$ cat src/rtl/sprite_loader_if.sv
// Sprite loader bus: control strobes and byte stream in, image RAM write port and status out.
interface sprite_loader_if #(
  parameter int WIDTH  = 256,
  parameter int HEIGHT = 256
);
  localparam int AW = $clog2(WIDTH * HEIGHT);

  logic          start_in;
  logic          abort_in;
  logic [7:0]    data_in;
  logic          valid_in;
  logic          ready_out;
  logic [AW-1:0] waddr_out;
  logic [7:0]    wdata_out;
  logic          we_out;
  logic          busy_out;
  logic          done_out;

  modport master (
    output start_in, abort_in, data_in, valid_in,
    input  ready_out, waddr_out, wdata_out, we_out, busy_out, done_out
  );

  modport slave (
    input  start_in, abort_in, data_in, valid_in,
    output ready_out, waddr_out, wdata_out, we_out, busy_out, done_out
  );
endinterface

$ cat src/rtl/sprite_loader.sv
// Streams one WIDTH x HEIGHT sprite of palette bytes into image RAM in raster order.
module sprite_loader #(
  parameter int WIDTH  = 256,
  parameter int HEIGHT = 256
) (
  input  logic pixel_clk_in,
  input  logic rst_in,
  sprite_loader_if.slave bus
);
  localparam int AW = $clog2(WIDTH * HEIGHT);
  localparam int CW = (WIDTH  > 1) ? $clog2(WIDTH)  : 1;
  localparam int RW = (HEIGHT > 1) ? $clog2(HEIGHT) : 1;
  localparam logic [CW-1:0] COL_LAST = CW'(WIDTH - 1);
  localparam logic [RW-1:0] ROW_LAST = RW'(HEIGHT - 1);

  typedef enum logic [1:0] {IDLE, LOAD, DONE} state_t;

  state_t        state;
  logic [CW-1:0] col;
  logic [RW-1:0] row;
  logic [AW-1:0] addr_p0;
  logic          accept_p0;
  logic          last_p0;

  logic [AW-1:0] waddr_p1;
  logic [7:0]    wdata_p1;
  logic          vld_p1;

  assign accept_p0 = (state == LOAD) && bus.valid_in && !bus.abort_in;
  assign last_p0   = (col == COL_LAST) && (row == ROW_LAST);

  always_ff @(posedge pixel_clk_in) begin
    if (rst_in) begin
      state    <= IDLE;
      col      <= '0;
      row      <= '0;
      addr_p0  <= '0;
      vld_p1   <= 1'b0;
      waddr_p1 <= '0;
      wdata_p1 <= '0;
    end else begin
      vld_p1 <= 1'b0;
      unique case (state)
        IDLE: begin
          if (bus.start_in) begin
            state   <= LOAD;
            col     <= '0;
            row     <= '0;
            addr_p0 <= '0;
          end
        end
        LOAD: begin
          if (bus.abort_in) begin
            state <= IDLE;
          end else if (accept_p0) begin
            // p0 -> p1: register the accepted byte with the address of its pixel
            vld_p1   <= 1'b1;
            waddr_p1 <= addr_p0;
            wdata_p1 <= bus.data_in;
            if (last_p0) begin
              state   <= DONE;
              col     <= '0;
              row     <= '0;
              addr_p0 <= '0;
            end else begin
              addr_p0 <= addr_p0 + 1'b1;
              if (col == COL_LAST) begin
                col <= '0;
                row <= row + 1'b1;
              end else begin
                col <= col + 1'b1;
              end
            end
          end
        end
        DONE:    state <= IDLE;
        default: state <= IDLE;
      endcase
    end
  end

  assign bus.ready_out = (state == LOAD);
  assign bus.busy_out  = (state == LOAD);
  assign bus.done_out  = (state == DONE);
  assign bus.we_out    = vld_p1;
  assign bus.waddr_out = waddr_p1;
  assign bus.wdata_out = wdata_p1;
endmodule

$ cat src/flat_wrapper.sv
// flat-port wrapper written by rule: the top's interface ports become plain ports
module sprite_loader_flat 
#(
  parameter int WIDTH  = 256,
  parameter int HEIGHT = 256
)
  (pixel_clk_in, rst_in, bus_start_in, bus_abort_in, bus_data_in, bus_valid_in, bus_ready_out, bus_waddr_out, bus_wdata_out, bus_we_out, bus_busy_out, bus_done_out);
  sprite_loader_if #(.WIDTH(WIDTH), .HEIGHT(HEIGHT)) bus_i ();
  input  logic pixel_clk_in;
  input  logic rst_in;
  input wire logic [$bits(bus_i.start_in)-1:0] bus_start_in;
  input wire logic [$bits(bus_i.abort_in)-1:0] bus_abort_in;
  input wire logic [$bits(bus_i.data_in)-1:0] bus_data_in;
  input wire logic [$bits(bus_i.valid_in)-1:0] bus_valid_in;
  output wire logic [$bits(bus_i.ready_out)-1:0] bus_ready_out;
  output wire logic [$bits(bus_i.waddr_out)-1:0] bus_waddr_out;
  output wire logic [$bits(bus_i.wdata_out)-1:0] bus_wdata_out;
  output wire logic [$bits(bus_i.we_out)-1:0] bus_we_out;
  output wire logic [$bits(bus_i.busy_out)-1:0] bus_busy_out;
  output wire logic [$bits(bus_i.done_out)-1:0] bus_done_out;
  assign bus_i.start_in = bus_start_in;
  assign bus_i.abort_in = bus_abort_in;
  assign bus_i.data_in = bus_data_in;
  assign bus_i.valid_in = bus_valid_in;
  assign bus_ready_out = bus_i.ready_out;
  assign bus_waddr_out = bus_i.waddr_out;
  assign bus_wdata_out = bus_i.wdata_out;
  assign bus_we_out = bus_i.we_out;
  assign bus_busy_out = bus_i.busy_out;
  assign bus_done_out = bus_i.done_out;
  sprite_loader #(.WIDTH(WIDTH), .HEIGHT(HEIGHT)) u_core (.pixel_clk_in(pixel_clk_in), .rst_in(rst_in), .bus(bus_i));
endmodule
$ cat config.mk
export PLATFORM = sky130hd
export DESIGN_NAME = sprite_loader_flat
export DESIGN_NICKNAME = d
export VERILOG_FILES = /design/src/rtl/sprite_loader_if.sv /design/src/rtl/sprite_loader.sv /design/src/flat_wrapper.sv
export SDC_FILE = /design/constraint.sdc
export NUM_CORES = 1
export LEC_CHECK = 0
export BUFFER_PORTS_ARGS = -buffer_cell sky130_fd_sc_hd__buf_2
export CAP_MARGIN = 20
export CORE_MARGIN = 5
export CORE_UTILIZATION = 56
export DETAILED_ROUTE_END_ITERATION = 8
export PLACE_DENSITY = 0.79
export SLEW_MARGIN = 20
export SYNTH_ARGS = -nofsm -noshare
export SYNTH_HDL_FRONTEND = slang
export SYNTH_SLANG_ARGS = --single-unit
$ cat constraint.sdc
create_clock -name pixel_clk_in -period 2.15 [get_ports pixel_clk_in]
set_clock_uncertainty 0.05 [all_clocks]
set_input_delay 0.1075 -clock pixel_clk_in [delete_from_list [all_inputs] [get_ports pixel_clk_in]]
set_output_delay 0.1075 -clock pixel_clk_in [all_outputs]
set_load 0.01 [all_outputs]
After elaboration in Yosys (flattened, before gate mapping). Cells that the tools add are included. Widths: inputs -> output; s select.

Div/mod/pow operators: 0. $lt $le $gt $ge: 0. Shift operators: 0. Equality and inequality tests: 10. Mux-type cells: 22. Multipliers: 0. Add/sub/neg operators: 3. Bitwise logic cells: 2. Reduce and logical (&&, ||, !) cells: 11.

Operators by type and width (number): $mux 8 (9); $mux 16 (4); $pmux 16 s2 (1); $pmux 8 s2 (2); $add 16x1->16 const B (1); $add 8x1->8 const B (2); $eq 8x8->1 const B (2); $mux 2 (4); $ne 3x2->1 const B (2); $reduce_and 3->1 (2); $reduce_and 5->1 (1); $ne 2x2->1 const B (2); $pmux 2 s2 (1); $reduce_and 4->1 (1); $logic_and 1x1->1 (3); $ne 3x1->1 const B (1); $reduce_or 3->1 (1); $eq 2x1->1 const B (1); $eq 2x2->1 const B (1); $logic_not 2->1 (1); $ne 2x1->1 const B (1); $not 1->1 (2); $reduce_bool 2->1 (1); $logic_not 1->1 (1); $mux 1 (1).

Latch bits: 0. Bits in read-only memories: 0. Register bits after elaboration: 59. Memory bits (writable): 0. Word-level logic and storage cells: 55. Input bits: 13. Memories: 0.

Logic depth before layout (Yosys ltp).
Depth after elaboration: 6. Gate-level depth with buffers: 7.

Worst setup path before layout. Ideal clock, no wire load.

Path type: reg2reg. Start point: register u_core.col[0]. End point: register u_core.addr_p0[0]. Cell stages (with the launch flop): 8. Arrival: 1.793 ns. Setup slack: 0.176 ns. Cell sequence: dfxtp_1 ha_1 nand4_2 or4_1 buf_6 a21oi_4 buf_6 nor3_1.

Cells in the longest elaborated chain, start to end: 6.

RTL lines: start: declaration (RTL line sprite_loader.sv:19) `logic [CW-1:0] col;`; start signal: assignment (RTL line sprite_loader.sv:71) `col <= col + 1'b1;`; $eq 8x8->1 (RTL line sprite_loader.sv:30) `assign last_p0 = (col == COL_LAST) && (row == ROW_LAST);`; $logic_and 1x1->1 (RTL line sprite_loader.sv:30); $mux 16 (RTL line sprite_loader.sv:60) `if (last_p0) begin`; $mux 16 (RTL line sprite_loader.sv:55) `end else if (accept_p0) begin`; $mux 16 (RTL line sprite_loader.sv:53) `if (bus.abort_in) begin`; $pmux 16 s2 (RTL line sprite_loader.sv:43) `unique case (state)`; end signal: assignment (RTL line sprite_loader.sv:66) `addr_p0 <= addr_p0 + 1'b1;`; end: declaration (RTL line sprite_loader.sv:21) `logic [AW-1:0] addr_p0;`.

Every way passes these cells. The select of a mux whose other input is x is not followed. A chain may end at the register's enable or synchronous reset.

Worst setup path in the final report.
Start point: register u_core.col[0]. End point: register u_core.addr_p0[11].

Same word-level chain as after synthesis.

==> out/qor.txt <==
Syn Std Cell Area -> 0.00266 sq mm
chip width -> 78.9 um
worst setup path class -> flip-flop to flip-flop
R2R cell count -> 6
Layout area overhead -> 20.1%
CTS Root Cell -> clkbuf_8
CP delay by family, top -> simple AND/OR/NAND/NOR gates
largest net degree at the start of global routing -> 36
first-pass GRT wire length -> 10.7 mm
max_cap viols -> 0
Final ANT Viol Nets -> 0
placed cell count -> 394
Setup WS pre-CTS -> 0.0902 ns
Multi-input gate area -> 0.00136 sq mm
number of synthesized flops with an enable pin -> 0
vias in the first global route -> 2,366
row count -> 25
Starting Density -> 57.0%
Final Critical Period -> 2.01 ns
via count -> 2,401
Critical-path top delay cell -> or4_4
Hold WC Path Type -> input pin to flip-flop
Placed Area -> 0.00290 sq mm
top cells by area, synth -> dfxtp_1 (44%), nand2_1 (8.3%), a21oi_1 (5.1%)
slew margin rel. -> 47.6%
post-synthesis cell type count -> 47
FMAX -> 497 MHz
utilization after layout -> 68.5%
IO Count -> 41
clock slew at reported path FFs -> 0.06 ns
clock tree buffer depth -> 2
grt total ovfl -> 0
Power Dens Cells -> 727 mW/mm^2
Layout Nets -> 375
# fillers -> 406
Synth async-reset ratio -> 0%
Worst path max stage delay -> 0.61 ns
clk_lat worst skew -> 0.33 ns
CTS tree -> yes
TritonCTS Sinks -> 59
Storage cell area -> 0.00118 sq mm
total CTS buffers -> 9
Vias/cell -> 5.74
Post-DP HPWL -> 3.85 mm
routed len/inst -> 14.2 um
Syn Nets -> 329
Core Area -> 0.00466 sq mm
Total Wirelength -> 5.95 mm
IO Port Bufs -> 40
crit start category -> flip-flop
worst path cell trace -> ha_1, nand4_2, or4_4, buf_4, a31oi_1, o22ai_1
final hold viol count -> 0
die area -> 0.00622 sq mm
Synth area leader -> dfxtp_1
share of cells above drive strength 1 -> 19.5%
post-route non-filler standard cell count -> 418
top post-synthesis cells by count -> dfxtp_1 (59), nand2_1 (59), a21oi_1 (27), nand3_1 (14), clkbuf_1 (13)
initial DRC count -> 199
CP Data Required Time -> 2.32 ns
# diodes -> 0
setup slack after layout -> 0.139 ns
drt first pass iters -> 4
GRT Util Overall -> 21.5%
number of post-CTS setup repair buffers -> 0
Routability Congestion -> 0.845
Critical path buffers and inverters -> 1
critical path capture point type -> flip-flop
Lkg Pwr -> 0.00119 uW
reg-to-reg slack, setup -> 0.14 ns
CTS H-tree lvls -> 3
final setup fails -> 0
fin. max-slew vios -> 0
Finished Cell Area -> 0.00319 sq mm
Worst EP arrival -> 2.18 ns
status -> finished, final reports clean
ys flop type -> dfxtp_1
Peak supply drop -> 628 uV
Synth top area share -> 44.5%
Ys Warns -> 0
setup TNS -> 0 ns
drc violations -> 0
post-synthesis cell count -> 313
Slew @ Worst Pin -> 0.784 ns
Die H -> 78.9 um
antenna violations before repair -> 0
Avg Cell Area, Syn -> 8.49 sq um
RSZ-0062 raised after global routing -> no
FF+latch count, synth -> 59
post-synthesis sequential area ratio -> 44.5%
number of cells on the critical path -> 6
Final Cycle Share -> 93.5%
Critical Path Fanout Max -> 15
cell depth of the worst min-delay path -> 4
## per-stage QoR
stage | hold slack (ns) | total power (uW)
3_3_place_gp | 0.299 | 1290
6_report | 0.0526 | 2320
3_5_place_dp | 0.307 | 1290
4_1_cts | 0.0336 | 2330
2_1_floorplan | 0.193 | 1240
5_1_grt | 0.0802 | 2400
## path summary, 6_finish.rpt
check / end / from
setup reg to reg: u_core.addr_p0[11] / u_core.col[0]
setup / recovery: u_core.addr_p0[11] / u_core.col[0]
hold / removal: u_core.state[0] / bus_abort_in
hold reg to reg: u_core.bus.waddr_out[4] / u_core.bus.waddr_out[4]
## kinds of logic after synthesis
group | Yosys count | share of synthesized area (%)
AND/OR/NAND/NOR | 132 | 25.2
flip-flops | 59 | 44.5
AO/OA/AOI/OAI | 77 | 19.4
adder cells (fa/ha/maj) | 3 | 1.41
XOR/XNOR | 15 | 4.95
buffers and inverters | 27 | 4.66
## final cells by class
type / instances / area share (%)
multi-input combinational: 227 / 42.5
sequential: 59 / 37.0
timing repair buffer: 57 / 11.3
clock buffer: 15 / 5.53
tap: 54 / 2.12
clock inverter: 1 / 0.941
inverter: 5 / 0.588
## layer usage
layer	vias up	part of all wire (%)	track usage, %	wire length, um
met5	-	0	0	0
met2	59	47	35.9	2800
met3	17	4.5	3.74	270
li1	1223	-	-	-
met4	0	2.8	11.9	166
met1	1102	46	26.3	2710
## power breakdown
group | internal, uW | switching, uW
logic | 61.7 | 98.8
clock network | 632 | 408
registers | 1110 | 12.4
## sequential cells by signal, indices dropped and copies added (netlist names)
register and count:
u_core.addr_p0 16, u_core.bus.waddr_out 16, u_core.bus.wdata_out 8, u_core.col 8
u_core.row 8, u_core.state 2, u_core.bus.we_out 1
## worst reg2reg max path, cell delays in order (launching register included)
cell and delay (ns):
dfxtp_1 0.39, ha_1 0.23, nand4_2 0.16, or4_4 0.61
buf_4 0.21, a31oi_1 0.17, o22ai_1 0.09
## cell usage in the layout, fill, tap and decap left out, types with 9 or more instances in the layout
cell type | synthesis | layout
a21oi_1 | 27 | 27
a31oi_1 | 9 | 9
buf_2 | 3 | 40
clkbuf_8 | 0 | 12
dfxtp_1 | 59 | 59
nand2_1 | 59 | 59
nand3_1 | 14 | 14
nor2_1 | 10 | 10
nor3_1 | 12 | 12
o21ai_0 | 10 | 10
xor2_1 | 11 | 11
## what timing repair did
item                       CTS  global route
resized for setup            0             2
setup endpoints to repair    0            21
hold endpoints to repair     8             0
hold buffers                 8             0
Note: power is estimated with default switching activity, not from simulation.
